<file path="src/rtl/adder_sweep_pkg.sv">
// Shared widths, FSM encodings and the golden adder model for the adder sweep checker.
package adder_sweep_pkg;

  localparam int VEC_W = 9;
  localparam int SUM_W = 5;

  // FSM state encodings
  localparam logic [1:0] ST_IDLE = 2'd0;
  localparam logic [1:0] ST_RUN  = 2'd1;
  localparam logic [1:0] ST_DONE = 2'd2;

  // Reference result of the adder under test; its carry-in is active-low.
  function automatic logic [SUM_W-1:0] golden_sum(input logic [3:0] a,
                                                  input logic [3:0] b,
                                                  input logic       cin_n);
    return {1'b0, a} + {1'b0, b} + {4'b0000, ~cin_n};
  endfunction

endpackage

</file>
<file path="src/rtl/adder_sweep_checker_vector_gen.sv">
// Vector index counter plus settle timer; strobes the check on the last cycle of each hold window.
module sweep_vector_gen
  import adder_sweep_pkg::*;
#(
  parameter int unsigned SETTLE_CYCLES = 2
) (
  input  logic             clk,
  input  logic             rst,
  input  logic             clear,
  input  logic             en,
  output logic [VEC_W-1:0] vec,
  output logic             check_strobe,
  output logic             last
);

  localparam logic [3:0] TMR_END = 4'(SETTLE_CYCLES);

  logic [3:0] tmr;

  assign check_strobe = en && (tmr == TMR_END);
  assign last         = check_strobe && (&vec);

  always_ff @(posedge clk) begin
    if (rst || clear) begin
      vec <= '0;
      tmr <= '0;
    end else if (en) begin
      if (tmr == TMR_END) begin
        tmr <= '0;
        vec <= vec + 9'd1;
      end else begin
        tmr <= tmr + 4'd1;
      end
    end
  end

endmodule

</file>
<file path="config.mk">
export PLATFORM = sky130hd
export DESIGN_NAME = sweep_vector_gen
export DESIGN_NICKNAME = d
export VERILOG_FILES = /design/src/rtl/adder_sweep_pkg.sv /design/src/rtl/adder_sweep_checker_vector_gen.sv
export SDC_FILE = /design/constraint.sdc
export NUM_CORES = 1
export LEC_CHECK = 0
export ABC_AREA = 0
export CORE_MARGIN = 8
export CORE_UTILIZATION = 30
export DETAILED_ROUTE_END_ITERATION = 16
export GPL_TIMING_DRIVEN = 0
export SYNTH_ARGS = -nofsm -noshare
export SYNTH_HDL_FRONTEND = slang
export SYNTH_SLANG_ARGS = --single-unit
export TNS_END_PERCENT = 1
</file>
<file path="constraint.sdc">
create_clock -name clk -period 3.15 [get_ports clk]
set_clock_uncertainty 0.15 [all_clocks]
set_input_delay 0.4725 -clock clk [delete_from_list [all_inputs] [get_ports clk]]
set_output_delay 0.4725 -clock clk [all_outputs]
set_load 0.03 [all_outputs]
</file>
==> flow_summary.toml <==
[status]
status = "finished, final reports clean"

[synthesis]
syn_area_um2 = 663
synth_top_area_cell = "dfxtp_1"
syn_inst = 78
synth_xor_xnor_area_share_pct = 2.64
synth_area_leaders = "dfxtp_1 39%, a21oi_1 7.5%, nand3_1 4.5%, o31ai_1 4.5%, or4_1 4.5%"
yosys.area_share.simple_pct = 29.2
synth_area_per_cell_um2 = 8.50
synth_nets = 84
yosys.area.top_type_share_pct = 39.2
synth_top_family_by_area = "simple AND/OR/NAND/NOR gates"
synth_adder_area_share_pct = 3.77
synth_cell_type_count = 24
muxShareOfSynthArea_pct = 1.70
yosysSeqAreaShare_pct = 39.2
synth-seq-cells = 13
synth_compound_area_share_pct = 18.7
ys_warn_count = 0

[cells_and_area]
syn_to_final_growth_pct = 30.4
mostFrequentLayoutCells = "14 x clkdlybuf4s50_1, 13 x dfxtp_1, 10 x a21oi_1, 7 x nor2_1, 6 x nand3_1"
layout-drive-gt1-share_pct = 8.33
n_fill_cell = 233
n_antenna_cell = 0
stdcell_count = 124
fin_nets = 103
layout_commonest_cell = "clkdlybuf4s50_1"

[critical_path]
critPathKind = "input port to primary output"
crit_required_ns = 2.53
worstPathArrival_ns = 2.36
endpoint_kind = "primary output"
cp-start-kind = "input port"
path_max_fanout = 5

[clocking]
cts_resized = 0
clkSinkCount = 13
clkTransAtPathRegs_ns = 0.08
cts_hold_buf = 0
cts_root_buffer = "clkbuf_4"
cts_buffers = 3
clock_path_buffers = 2
worstSkewPairLatency_ns = 0.28
tritoncts = "yes"
h-tree-depth = 1
cts_setup_buffers = 0

[placed_design]
dp_cells = 120
pre_cts_slack_ns = 0.153
io_buffers = 14
gp_congestion = 0.851
place_hpwl_mm = 1.15

[power_and_ir_drop]
pwr-share-clk_pct = 36.4
irDropWorstVdd_mv = 0.190
power_uw = 286
p_per_area_nw_per_um2 = 331
internal-power_uw = 221
switching_share_pct = 22.7
p_sw_uw = 65.0
power_frac_seq_pct = 58.3
leakage_uw = 0.000268
combPwrFrac_pct = 5.3

[drt]
wirelength_mm = 1.53
ant_nets = 0
post-route-drc-count = 0
routed_via_density = 5.19
first_pass_iters = 4
routedWlPerCell_um = 12.3
drt_iter0_drc = 10
vias = 644

[timing]
finalHoldViolations = 0
relSlewSlack_pct = 69.3
max_freq_mhz = 335
finalMaxSlewViolations = 0
rsz0062_at_grt = "false"
worstMarginPinSlew_ns = 0.460
fin_ws_ns = 0.163
finalCriticalPeriod_ns = 2.99
fin_crit_sh_pct = 94.8
setup_tns_ns = 0
setup_viol = 0

[min_path]
hp-class = "flop to flop"

[global_route]
grt_max_degree = 11
antenna_found_initial = 0
grt_pass1_vias = 617
grtUsageTotal_pct = 8.18
grt_pass1_wl_mm = 2.71
grt_overflow = 0

[floorplan]
rows = 17
die_y_um = 63.0
coreArea_um2 = 2150
io_pins = 15
start_util_pct = 30.9
die_x_um = 63.0
dieArea_um2 = 3970

[job]
timing.max_cap.violations = 0
-- flip-flops by register name (all words and copies together), names as in the netlist --
name  flops
tmr       4
vec       9
-- power by group through the flow --
stage	combinational, µW	sequential, µW	clock (µW)
floorplan	8.32	170	0
global route	16.6	167	120
global placement	15.3	170	0
detailed placement	15.3	170	0
finish	15.2	167	104
CTS	15.3	167	111
-- path summary, 6_finish.rpt --
kind,startpoint,end,slack (ns),depth (start not counted)
worst max register to register,tmr[1],vec[6],1.50,3
worst min-delay path,vec[7],vec[7],0.35,2
worst max-delay path,en,last,0.16,4
worst min register to register,vec[7],vec[7],0.35,2
-- synth_stat cells, drive strengths merged --
library cell / instances
a211o: 1
a21oi: 10
and3: 1
buf: 1
clkbuf: 3
dfxtp: 13
ha: 2
inv: 4
mux2: 1
nand2: 3
nand3: 6
nand4: 2
nand4b: 1
nand4bb: 1
nor2: 7
nor4: 1
nor4bb: 1
o21ai: 5
o21ba: 1
o31ai: 4
or2: 1
or3: 3
or4: 4
xor2: 2
-- layout make-up --
type                            instances  area, µm²  share of cell area, %
Inverter                                4       15.0                   1.74
Multi-Input combinational cell         57        372                   43.0
Sequential cell                        13        260                   30.1
Tap cell                               28       35.0                   4.05
Buffer                                  4       16.3                   1.88
Timing Repair Buffer                   14        140                   16.2
Clock buffer                            4       26.3                   3.04
-- cells by family after synthesis --
logic type / count (synthesis)
AOI/OAI and AO/OA: 21
xor gates and xnor gates: 2
adders and majority gates: 2
buffers and inverters: 8
DFF: 13
muxes: 1
and+or+nand+nor: 31
-- per-layer routing --
metal | track usage, % | vias to the layer above | part of all wire, %
li1 | - | 326 | -
met2 | 13.6 | 12 | 47
met3 | 4.12 | 5 | 6.3
met4 | 2.85 | 0 | 0.92
met1 | 8.72 | 301 | 46
met5 | 0 | - | 0
-- metrics by stage --
step	cell area, µm²	hold slack, ns	util [%]
global route	865	0.378	40.2
detailed placement	838	0.342	39.0
finish	865	0.353	40.2
global placement	838	0.338	39.0
floorplan	663	0.388	-
CTS	865	0.355	40.2
-- worst max-delay path, stage by stage --
cell	delay, ns
clkdlybuf4s50_1	0.59
nor4bb_1	0.40
and3_1	0.23
clkdlybuf4s50_1	0.67
No activity file was read; power rests on OpenSTA's default activity.
